File: src/rtl/uart_rx_mmio_pkg.sv
// Shared definitions for the memory-mapped UART receiver: register offsets,
// STATUS/CTRL bit positions, FSM encodings and the address decode helper.
package uart_rx_mmio_pkg;

  localparam logic [31:0] RxBaseAddr = 32'h3000_0010;

  localparam logic [3:0] RxCtrlOffset   = 4'h0;
  localparam logic [3:0] RxStatusOffset = 4'h4;
  localparam logic [3:0] RxDivOffset    = 4'h8;
  localparam logic [3:0] RxDataOffset   = 4'hC;

  localparam int CtrlRxEn   = 0;
  localparam int CtrlParEn  = 1;
  localparam int CtrlParOdd = 2;

  localparam int StNotEmpty  = 0;
  localparam int StOverrun   = 1;
  localparam int StFrameErr  = 2;
  localparam int StFull      = 3;
  localparam int StCountLsb  = 4;
  // Bit 4 already carries the fill-count LSB, so parity_err sits just above the count field.
  localparam int StParityErr = 8;

  typedef enum logic [2:0] {
    ST_IDLE   = 3'd0,
    ST_START  = 3'd1,
    ST_DATA   = 3'd2,
    ST_PARITY = 3'd3,
    ST_STOP   = 3'd4
  } rx_state_e;

  typedef struct packed {
    rx_state_e  state;
    logic [2:0] bit_idx;
    logic       rxd_sync;
  } rx_dbg_t;

  function automatic logic [3:0] reg_sel(input logic [31:0] addr);
    return {addr[3:2], 2'b00};
  endfunction

endpackage

File: src/rtl/uart_rx_mmio_rx_fifo.sv
// Synchronous receive FIFO; a pop and a push in the same cycle on a full FIFO
// both succeed (the pop frees the slot the push lands in).
module rx_fifo #(
  parameter int DEPTH = 4,
  parameter int W     = 8,
  localparam int AW   = $clog2(DEPTH)
) (
  input  logic          clk,
  input  logic          rst,
  input  logic          push,
  input  logic          pop,
  input  logic [W-1:0]  wdata,
  output logic [W-1:0]  rdata,
  output logic          empty,
  output logic          full,
  output logic [AW:0]   count
);

  logic [W-1:0] mem [DEPTH];
  logic [AW:0]  wr_ptr;
  logic [AW:0]  rd_ptr;
  logic         do_push;
  logic         do_pop;

  assign count   = wr_ptr - rd_ptr;
  assign empty   = (wr_ptr == rd_ptr);
  assign full    = (wr_ptr[AW] != rd_ptr[AW]) && (wr_ptr[AW-1:0] == rd_ptr[AW-1:0]);
  assign do_pop  = pop & ~empty;
  assign do_push = push & (~full | do_pop);
  assign rdata   = mem[rd_ptr[AW-1:0]];

  always_ff @(posedge clk or negedge rst) begin
    if (!rst) begin
      wr_ptr <= '0;
      rd_ptr <= '0;
    end else begin
      if (do_push) wr_ptr <= wr_ptr + 1'b1;
      if (do_pop)  rd_ptr <= rd_ptr + 1'b1;
    end
  end

  always_ff @(posedge clk) begin
    if (do_push) mem[wr_ptr[AW-1:0]] <= wdata;
  end

endmodule

File: src/rtl/uart_rx_mmio.sv
// Memory-mapped 8N1 UART receiver with a small receive FIFO.
// Optional parity checking is compiled in with `define UART_RX_PARITY_EN.
module uart_rx_mmio
  import uart_rx_mmio_pkg::*;
#(
  parameter int FIFO_DEPTH = 4,
  parameter int DIV_RESET  = 434,
  parameter int DIV_W      = 16
) (
  input  logic        clk,
  input  logic        rst,
  input  logic        req_i,
  input  logic        we_i,
  input  logic [31:0] addr_i,
  input  logic [31:0] data_i,
  output logic [31:0] data_o,
  input  logic        rxd_i,
  output logic        int_o
);

  localparam int CW = $clog2(FIFO_DEPTH) + 1;

  // Bus handshake: req_i is a one-cycle strobe; writes commit and DATA reads
  // pop on the clk edge that ends the strobe cycle; data_o is valid during it.
  logic [3:0] sel;
  logic       wr_ctrl, wr_status, wr_div, rd_data;
  logic       unused_bus_bits;

  assign sel             = reg_sel(addr_i);
  assign wr_ctrl         = req_i & we_i & (sel == RxCtrlOffset);
  assign wr_status       = req_i & we_i & (sel == RxStatusOffset);
  assign wr_div          = req_i & we_i & (sel == RxDivOffset);
  assign rd_data         = req_i & ~we_i & (sel == RxDataOffset);
  assign unused_bus_bits = ^{addr_i, data_i};

  logic             rx_en;
  logic [DIV_W-1:0] div;
  logic             overrun, frame_err, parity_err;
  logic             par_en, par_odd;

  logic             rxd_s1, rxd_s2;
  rx_state_e        state, state_n;
  logic [DIV_W-1:0] cnt, cnt_n;
  logic [DIV_W-1:0] div_act, div_act_n;
  logic [2:0]       bit_idx, idx_n;
  logic [7:0]       shreg, sh_n;
  logic             par_bad, par_bad_n;
  logic             par_en_act, par_en_act_n;
  logic             par_odd_act, par_odd_act_n;
  logic             push, frame_set, par_set;
  rx_dbg_t          dbg;

  logic [7:0]       fifo_head;
  logic             fifo_empty, fifo_full, pop;
  logic [CW-1:0]    fifo_count;

  assign pop   = rd_data & ~fifo_empty;
  assign int_o = rx_en & ~fifo_empty;
  assign dbg   = '{state: state, bit_idx: bit_idx, rxd_sync: rxd_s2};

  rx_fifo #(.DEPTH(FIFO_DEPTH), .W(8)) u_fifo (
    .clk   (clk),
    .rst   (rst),
    .push  (push),
    .pop   (pop),
    .wdata (shreg),
    .rdata (fifo_head),
    .empty (fifo_empty),
    .full  (fifo_full),
    .count (fifo_count)
  );

`ifdef UART_RX_PARITY_EN
  always_ff @(posedge clk or negedge rst) begin
    if (!rst) begin
      par_en     <= 1'b0;
      par_odd    <= 1'b0;
      parity_err <= 1'b0;
    end else begin
      if (wr_ctrl) begin
        par_en  <= data_i[CtrlParEn];
        par_odd <= data_i[CtrlParOdd];
      end
      parity_err <= (parity_err & ~(wr_status & data_i[StParityErr])) | par_set;
    end
  end
`else
  assign par_en     = 1'b0;
  assign par_odd    = 1'b0;
  assign parity_err = 1'b0;
`endif

  always_ff @(posedge clk or negedge rst) begin
    if (!rst) begin
      rx_en     <= 1'b0;
      div       <= DIV_W'(DIV_RESET);
      overrun   <= 1'b0;
      frame_err <= 1'b0;
    end else begin
      if (wr_ctrl) rx_en <= data_i[CtrlRxEn];
      if (wr_div)  div   <= data_i[DIV_W-1:0];
      // Set wins over a coincident write-one-to-clear.
      overrun   <= (overrun & ~(wr_status & data_i[StOverrun]))
                   | (push & fifo_full & ~pop);
      frame_err <= (frame_err & ~(wr_status & data_i[StFrameErr])) | frame_set;
    end
  end

  always_ff @(posedge clk or negedge rst) begin
    if (!rst) begin
      rxd_s1      <= 1'b1;
      rxd_s2      <= 1'b1;
      state       <= ST_IDLE;
      cnt         <= '0;
      div_act     <= DIV_W'(DIV_RESET);
      bit_idx     <= '0;
      shreg       <= '0;
      par_bad     <= 1'b0;
      par_en_act  <= 1'b0;
      par_odd_act <= 1'b0;
    end else begin
      rxd_s1      <= rxd_i;
      rxd_s2      <= rxd_s1;
      state       <= state_n;
      cnt         <= cnt_n;
      div_act     <= div_act_n;
      bit_idx     <= idx_n;
      shreg       <= sh_n;
      par_bad     <= par_bad_n;
      par_en_act  <= par_en_act_n;
      par_odd_act <= par_odd_act_n;
    end
  end

  always_comb begin
    state_n       = state;
    cnt_n         = cnt;
    div_act_n     = div_act;
    idx_n         = bit_idx;
    sh_n          = shreg;
    par_bad_n     = par_bad;
    par_en_act_n  = par_en_act;
    par_odd_act_n = par_odd_act;
    push          = 1'b0;
    frame_set     = 1'b0;
    par_set       = 1'b0;
    case (state)
      ST_IDLE: begin
        // Divisor and framing options are frozen for the whole frame here.
        if (rx_en && !rxd_s2) begin
          cnt_n         = div >> 1;
          div_act_n     = div;
          par_en_act_n  = par_en;
          par_odd_act_n = par_odd;
          par_bad_n     = 1'b0;
          state_n       = ST_START;
        end
      end
      ST_START: begin
        if (cnt == '0) begin
          if (!rxd_s2) begin
            cnt_n   = div_act;
            idx_n   = '0;
            state_n = ST_DATA;
          end else begin
            state_n = ST_IDLE;
          end
        end else begin
          cnt_n = cnt - 1'b1;
        end
      end
      ST_DATA: begin
        if (cnt == '0) begin
          sh_n  = {rxd_s2, shreg[7:1]};
          cnt_n = div_act;
          idx_n = bit_idx + 1'b1;
          if (bit_idx == 3'd7) begin
`ifdef UART_RX_PARITY_EN
            state_n = par_en_act ? ST_PARITY : ST_STOP;
`else
            state_n = ST_STOP;
`endif
          end
        end else begin
          cnt_n = cnt - 1'b1;
        end
      end
`ifdef UART_RX_PARITY_EN
      ST_PARITY: begin
        if (cnt == '0) begin
          if (rxd_s2 != ((^shreg) ^ par_odd_act)) begin
            par_bad_n = 1'b1;
            par_set   = 1'b1;
          end
          cnt_n   = div_act;
          state_n = ST_STOP;
        end else begin
          cnt_n = cnt - 1'b1;
        end
      end
`endif
      ST_STOP: begin
        if (cnt == '0) begin
          if (rxd_s2) push = ~par_bad;
          else        frame_set = 1'b1;
          state_n = ST_IDLE;
        end else begin
          cnt_n = cnt - 1'b1;
        end
      end
      default: state_n = ST_IDLE;
    endcase
  end

  always_comb begin
    data_o = '0;
    case (sel)
      RxCtrlOffset: begin
        data_o[CtrlRxEn]   = rx_en;
        data_o[CtrlParEn]  = par_en;
        data_o[CtrlParOdd] = par_odd;
      end
      RxStatusOffset: begin
        data_o[StNotEmpty]              = ~fifo_empty;
        data_o[StOverrun]               = overrun;
        data_o[StFrameErr]              = frame_err;
        data_o[StFull]                  = fifo_full;
        data_o[StCountLsb+3:StCountLsb] = 4'(fifo_count);
        data_o[StParityErr]             = parity_err;
      end
      RxDivOffset:  data_o[DIV_W-1:0] = div;
      RxDataOffset: data_o[7:0]       = fifo_empty ? 8'h00 : fifo_head;
      default:      data_o = '0;
    endcase
  end

endmodule

File: config.mk
export PLATFORM = sky130hd
export DESIGN_NAME = uart_rx_mmio
export DESIGN_NICKNAME = d
export VERILOG_FILES = /design/src/rtl/uart_rx_mmio_pkg.sv /design/src/rtl/uart_rx_mmio_rx_fifo.sv /design/src/rtl/uart_rx_mmio.sv
export SDC_FILE = /design/constraint.sdc
export NUM_CORES = 1
export LEC_CHECK = 0
export ABC_AREA = 1
export CORE_ASPECT_RATIO = 1.75
export CORE_UTILIZATION = 48
export DETAILED_ROUTE_END_ITERATION = 8
export PLACE_DENSITY = 0.83
export SLEW_MARGIN = 20
export SYNTH_ARGS = -nofsm -noshare
export SYNTH_HDL_FRONTEND = slang
export SYNTH_SLANG_ARGS = --single-unit
export TNS_END_PERCENT = 1
File: constraint.sdc
create_clock -name clk -period 6.5 [get_ports clk]
set_input_delay 1.3 -clock clk [delete_from_list [all_inputs] [get_ports clk]]
set_output_delay 1.3 -clock clk [all_outputs]
set_load 0.05 [all_outputs]
# --- Yosys cells after proc, flatten, opt, wreduce, memory -nomap -nowiden ---
# Memory sizes are Yosys's and may differ from the RTL's.
# Index checks and enable logic that the tools add are counted.
totals:
  regBits: 73
  ramBits: 32
  inputBits: 69
  output_inout_bits: 33
  wordCells: 105
  mem_count: 1
op_classes:
  addsub: 5
  n_eq_ne: 18
  n_mux: 30
  bitwise_logic: 25
  reduce_logical: 13
mem_list:
  columns: ["name", "words", "width", "rd", "rd_ports_with_merged_regs", "write_ports", "line", "source"]
  rows:
  - ["u_fifo.mem", 4, 8, 1, 0, 1, "uart_rx_mmio_rx_fifo.sv:19", "logic [W-1:0] mem [DEPTH];"]
ops:
  columns: ["cell", "count"]
  rows:
  - ["$mux W16", 5]
  - ["$pmux W16 S4", 1]
  - ["$mux W3", 8]
  - ["$pmux W3 S4", 2]
  - ["$and A1 B1 Y1", 16]
  - ["$logic_not A16 Y1", 1]
  - ["$sub A16 B1 Y16 const B", 1]
  - ["$pmux W5 S3", 1]
  - ["$ne A2 B2 Y1 const B", 7]
  - ["$add A3 B1 Y3 const B", 3]
  - ["$mux W1", 9]
  - ["$mux W8", 1]
  - ["$reduce_and A4 Y1", 2]
  - ["$mux W7", 1]
  - ["$eq A3 B3 Y1 const B", 2]
  - ["$not A1 Y1", 6]
  - ["$pmux W3 S2", 1]
  - ["$reduce_and A5 Y1", 1]
  - ["$eq A2 B2 Y1 const B", 2]
  - ["$logic_not A4 Y1", 1]
  - ["$reduce_and A2 Y1", 2]
  - ["$reduce_bool A4 Y1", 1]
  - ["$eq A3 B1 Y1 const B", 1]
  - ["$eq A3 B2 Y1 const B", 1]
  - ["12 further kinds", 15]

# --- Longest topological paths before layout ---
# Gate-level depths: netlist (run 1).
logic_depth:
  ltp_word: 9
  ltp_mapped: 13
  depth_no_buf: 13

# --- Cells and area by module ---
# From an unflattened synthesis (run 1), not the netlist that was laid out.
unflattened:
  cells_unflattened: 691
  area_unflattened_um2: 5703.0
modules_own_cells:
  columns: ["module", "n_inst", "cells_per_inst", "area_each_um2", "seq_area_each_um2"]
  rows:
  - ["uart_rx_mmio", 1, 551, 4033.9, 1691.6]
  - ["rx_fifo", 1, 140, 1669.1, 1111.1]

# --- Least setup slack after synthesis (run 1) ---
# OpenSTA, ideal clock, no wires.
synth_path:
  kind: "input-to-output"
  from: "input port addr_i[3]"
  to: "output port data_o[7]"
  arrival_time_ps: 2699
  required_time_ps: 5200
  path_slack_ps: 2501
  path_stages: 4
  path_buffers: 0
  cell_sequence: "inv_1 -> nor2_1 -> inv_1 -> o21ai_0"
synth_between:
  elab_chain_cells: 2
  elab_cells_between_ends: 4
  cone_classes: "3 x eq/ne; 1 x mux"
synth_lines:
  columns: ["element", "line", "source"]
  rows:
  - ["start, declared", "uart_rx_mmio.sv:14", "input logic [31:0] addr_i,"]
  - ["$eq A2 B2 Y1 or $eq A2 B1 Y1 (tied branches)", "uart_rx_mmio.sv:217", "case (sel)"]
  - ["$pmux W5 S3 *", "uart_rx_mmio.sv:217", null]
  - ["end, declared", "uart_rx_mmio.sv:16", "output logic [31:0] data_o,"]
# Mark *: on every way between the ends. The rest lies on a longest branch, timed or not.

# --- Worst setup path after layout (run 1) ---
# Ends and elaborated chain as after synthesis.

==> out/results.ini, run 1 <==
[outcome]
outcome=finished, violations left
violations=design-rule violations

[yosys]
syn_area_per_cell_um2=8.64
ys_seq_area_frac=0.496
synthAdderAreaFrac=0.0257
synth_xor_xnor_area_share=0.0155
synthCells=654
synth_flop_cell=dfrtp_1
synth_seq_cells=105
synth_edf_count=32
netlist-cell-type-count=45
ys_warn_count=0
synth_compound_area_frac=0.0977
ys_async_sr_fraction=0.695
synth-simple-area-share=0.281
synth_mux_area_frac=0
synth_top_family_by_area=simple AND/OR/NAND/NOR gates
netlist_area_um2=5650

[placement]
place.gp.congestion=0.920
io_buffer_count=39
placed_cell_area_um2=6090
hpwl_mm=9.74

[floorplanning]
coreArea_um2=11500
start_util=0.491
die_x_um=84.0
num_rows=52
ios=102
die_h_um=146
die-area_um2=12200

[clock_network]
cts_tree=done
clock_path_buffers=2
htreeDepth=3
cts_hold_buf=0
cts_resized=0
clkSinkCount=105
clkTransAtPathRegs_ns=0.06
cts-root-buf=clkbuf_16
clk_latency_ns=0.35
cts_setup_buffers=0
cts-buffers-inserted=9

[worst_setup_path]
worstPathRequired_ns=5.20
startpoint_type=primary input
crit_path_end_kind=primary output
cp_slowest_cell=clkdlybuf4s50_1
setup.worst_path.class=in2out
arrival_ns=3.74
crit_chain=clkdlybuf4s50_1, inv_1, nor2_1, inv_1, o21ai_0, clkdlybuf4s50_1
cp_max_fo=15
cp_slowest_stage_delay_ns=0.87

[global_route]
grt.busiest_layer=met2
grt_overflow=0
grt_start_max_net_pins=74
grtUsageMet2=0.416
track_usage=0.231
first_global_vias=4511
use_met1=0.249
grt_pass1_wl_mm=21.9
antenna_found_initial=0
grt_use_met3=0.0380

[pwr]
power_density_nw_per_um2=424
leakage_nw=2.99
ir_worst_vdd_mv=0.248

[final_layout]
layout_commonest_cell=nand2_1
final_nets=772
final_cell_mix=171 x nand2_1, 71 x nor2_1, 61 x dfrtp_1
area_delta_synth_final_pct=12.9
multi_input_area_um2=2440
antenna_cells=0
final_area_um2=6380
fill_cells=979
drive_gt1_frac=0.132
seqCellArea_um2=2800

[route]
routed_via_density=5.37
drt_wl_total_mm=13.1
ant_nets=0
drc=2
vias=4467
drtIter0Drc=239
wl_per_cell_um=15.8
firstDrtPassIters=7

[sta]
final-hold-violation-count=0
skew_ns=0.0129
final.setup.tns_ns=0
slew_viol_final=0
worst_slew_pin_slew_ns=0.954
rsz0062_at_grt=false
setup_violations=0
max_freq_mhz=199
period_needed_ns=5.04
slew_headroom=0.364
min_period_over_period=0.775

[hold_path]
hp-class=reg2reg

[flow_run]
cap_violations=0

[sequential cells by signal (all words and copies together), names as in the netlist]
name           cells
rx_en              1
cnt               16
rxd_s2             1
u_fifo.mem        32
u_fifo.rd_ptr      3
div_act           16
div               16
overrun            1
frame_err          1
bit_idx            3
u_fifo.wr_ptr      3
shreg              8
rxd_s1             1
state              3
[path summary, 6_finish.rpt]
| kind | startpoint | end | slack (ns) | depth (start not counted) |
|---|---|---|---|---|
| worst min register to register | rxd_s1 | rxd_s2 | 0.36 | 0 |
| worst min-delay path | rxd_s1 | rxd_s2 | 0.36 | 0 |
| max in group asynchronous | rst | shreg[1] | 4.71 | 2 |
| worst max-delay path | addr_i[3] | data_o[7] | 1.46 | 6 |
| min in group asynchronous | rst | div[13] | 1.15 | 2 |
| worst max register to register | u_fifo.rd_ptr[1] | u_fifo.mem[1][1] | 3.54 | 10 |
[logic make-up after synthesis]
group | after synthesis
XOR/XNOR | 10
flip-flops | 105
AO/OA/AOI/OAI | 102
AND/OR/NAND/NOR | 326
other | 1
buffers and inverters | 99
adder cells (fa/ha/maj) | 11
[synthesized netlist by cell type, types with 9 or more instances]
cell,number,share of area
nand3_1,25,0.022
edfxtp_1,32,0.17
ha_1,10,0.022
inv_1,57,0.038
buf_4,18,0.024
nand2_2,15,0.017
dfrtp_1,61,0.27
dfstp_2,12,0.056
nor2_1,71,0.047
o21ai_1,9,0.0080
nand2_1,172,0.11
o21ai_0,45,0.040
a21oi_1,29,0.026
[final cells by class]
| cell class | instances | share of cell area |
|---|---|---|
| inverter | 67 | 0.0406 |
| tap | 135 | 0.0265 |
| timing repair buffer | 44 | 0.0663 |
| clock buffer | 12 | 0.0402 |
| multi-input combinational | 465 | 0.383 |
| clock inverter | 4 | 0.00432 |
| sequential | 105 | 0.439 |
[stage by stage]
stage               worst slack (ns)  cells  total power [mW]  hold slack [ns]  utilization
finish                          1.46    832              2.70            0.356        0.554
global placement                1.57    816              2.14            0.347        0.529
detailed placement              1.50    816              2.18            0.349        0.529
floorplan                       2.50    669              1.92            0.345            -
CTS                             1.50    832              2.70            0.357        0.553
global route                    1.36    832              2.89            0.363        0.554
[worst max-delay path: cells and delay by family]
family                 cells  cell delay, ns
buffers and inverters      4            1.84
AO/OA/AOI/OAI              1            0.39
AND/OR/NAND/NOR            1            0.20
[power breakdown]
part           switching (mW)  total, mW  internal (mW)  leakage (nW)
clock network           0.240      0.521          0.281         0.139
logic                   0.806       1.19          0.387          1.66
registers               0.156      0.988          0.832          1.19
total                    1.20       2.70           1.50          2.99
[metal layers]
| metal | routed length (um) | up-vias |
|---|---|---|
| met3 | 477 | 41 |
| met5 | 0 | - |
| li1 | - | 2152 |
| met2 | 7060 | 140 |
| met1 | 4990 | 2134 |
| met4 | 616 | 0 |
No activity file was read; power rests on OpenSTA's default activity.
==> inputs of run 2 (changes only) <==
==> constraint.sdc (replaced) <==
create_clock -name clk -period 4.9 [get_ports clk]
set_input_delay 0.98 -clock clk [delete_from_list [all_inputs] [get_ports clk]]
set_output_delay 0.98 -clock clk [all_outputs]
set_load 0.05 [all_outputs]
==> out/results.ini, run 2 (synthesis gave the netlist of run 1 again) <==
[route]
firstDrtPassIters=9
drt_wl_total_mm=13.7
drc=4
wl_per_cell_um=16.4
vias=4611
drtIter0Drc=376
routed_via_density=5.54
ant_nets=0

[outcome]
violations=design-rule violations
outcome=finished, violations left

[worst_setup_path]
crit_path_end_kind=primary output
worstPathRequired_ns=3.92
worstReg2RegStart=u_fifo.rd_ptr[1]
crit_chain=clkdlybuf4s50_1, inv_1, nor2_1, inv_1, o21ai_0, clkdlybuf4s50_1
r2r_slack_ns=1.82
startpoint_type=primary input
cp_max_fo=15
setup.worst_path.class=in2out
reg2regPathDepth=10
cp_slowest_cell=clkdlybuf4s50_1
arrival_ns=3.37
r2r_end=u_fifo.mem[3][4]
cp_slowest_stage_delay_ns=0.86

[flow_run]
cap_violations=0

[sta]
final.setup.tns_ns=0
rsz0062_at_grt=false
slew_viol_final=0
slew_headroom=0.248
max_freq_mhz=230
final-hold-violation-count=0
min_period_over_period=0.887
worst_slew_pin_slew_ns=1.13
setup_violations=0
skew_ns=0.0106
finalWorstSetupSlack_ns=0.553
period_needed_ns=4.35
hold_slack_ns=0.357

[final_layout]
largest_reg_flops=32
antenna_cells=0
final_nets=772
area_delta_synth_final_pct=14.1
drive_gt1_frac=0.132
final_cell_mix=172 x nand2_1, 71 x nor2_1, 61 x dfrtp_1
layout_commonest_cell=nand2_1

[floorplanning]
num_rows=52
die_h_um=146
die_x_um=84.0
die-area_um2=12200
coreArea_um2=11500
start_util=0.491
ios=102

[clock_network]
cts-root-buf=clkbuf_16
clkSinkCount=105
clock_path_buffers=2
cts-buffers-inserted=9
htreeDepth=3
cts_setup_buffers=0
cts_hold_buf=0
cts_tree=done
clk_latency_ns=0.35
clkTransAtPathRegs_ns=0.07
cts_resized=0

[global_route]
grt_pass1_wl_mm=22.0
first_global_vias=4723
track_usage=0.232
grt_start_max_net_pins=46
grt_overflow=0
antenna_found_initial=0

[placement]
place.gp.congestion=0.933
dp_slack_ns=0.547
io_buffer_count=39
hpwl_mm=9.87

[pwr]
ir_worst_vdd_mv=0.313
leakage_nw=3.03
power_density_nw_per_um2=583
total_power_mw=3.76

[hold_path]
whs_path_depth=0
hp-class=reg2reg
worstHoldStart=rxd_s1
holdPathEnd=rxd_s2

-- run 2: metal layers --
metal,global-route usage,up-vias,part of all wire
met5,0,-,0
li1,-,2161,-
met4,0.128,0,0.036
met1,0.243,2266,0.36
met3,0.0335,38,0.038
met2,0.437,146,0.57
-- run 2: layout make-up --
type	count	area [um2]
clock buffers	9	225
clock inverters	7	124
fillers	982	5070
inverters	67	259
multi-input cells	465	2440
flip-flops and latches	105	2800
well taps	135	169
repair buffers	44	425
-- run 2: how the worst max path moves through the flow --
| stage | startpoint | end | slack (ns) | depth (start not counted) |
|---|---|---|---|---|
| final | addr_i[3] | data_o[7] | 0.55 | 6 |
| after global routing | u_fifo.rd_ptr[1] | data_o[1] | 0.38 | 8 |
| after CTS | addr_i[3] | data_o[7] | 0.55 | 6 |
| after detailed placement | addr_i[3] | data_o[7] | 0.55 | 6 |
| after global placement | addr_i[3] | data_o[7] | 0.59 | 6 |
| after floorplan | addr_i[3] | data_o[7] | 1.54 | 4 |
-- run 2: critical path, delay by kind of cell --
family / cells / cell delay (ns)
buf+inv: 4 / 1.84
compound gates: 1 / 0.38
simple gates: 1 / 0.17
-- run 2: power breakdown --
part | leakage [nW] | switching [mW] | internal (mW)
clock network | 0.172 | 0.343 | 0.506
logic | 1.66 | 1.08 | 0.514
registers | 1.19 | 0.209 | 1.10
-- run 2: per-stage QoR --
stage / cells / utilization / area [um2]
2_1_floorplan: 669 / - / 5710
3_3_place_gp: 816 / 0.529 / 6090
3_5_place_dp: 816 / 0.529 / 6090
4_1_cts: 832 / 0.559 / 6440
5_1_grt: 832 / 0.560 / 6440
6_report: 832 / 0.560 / 6440
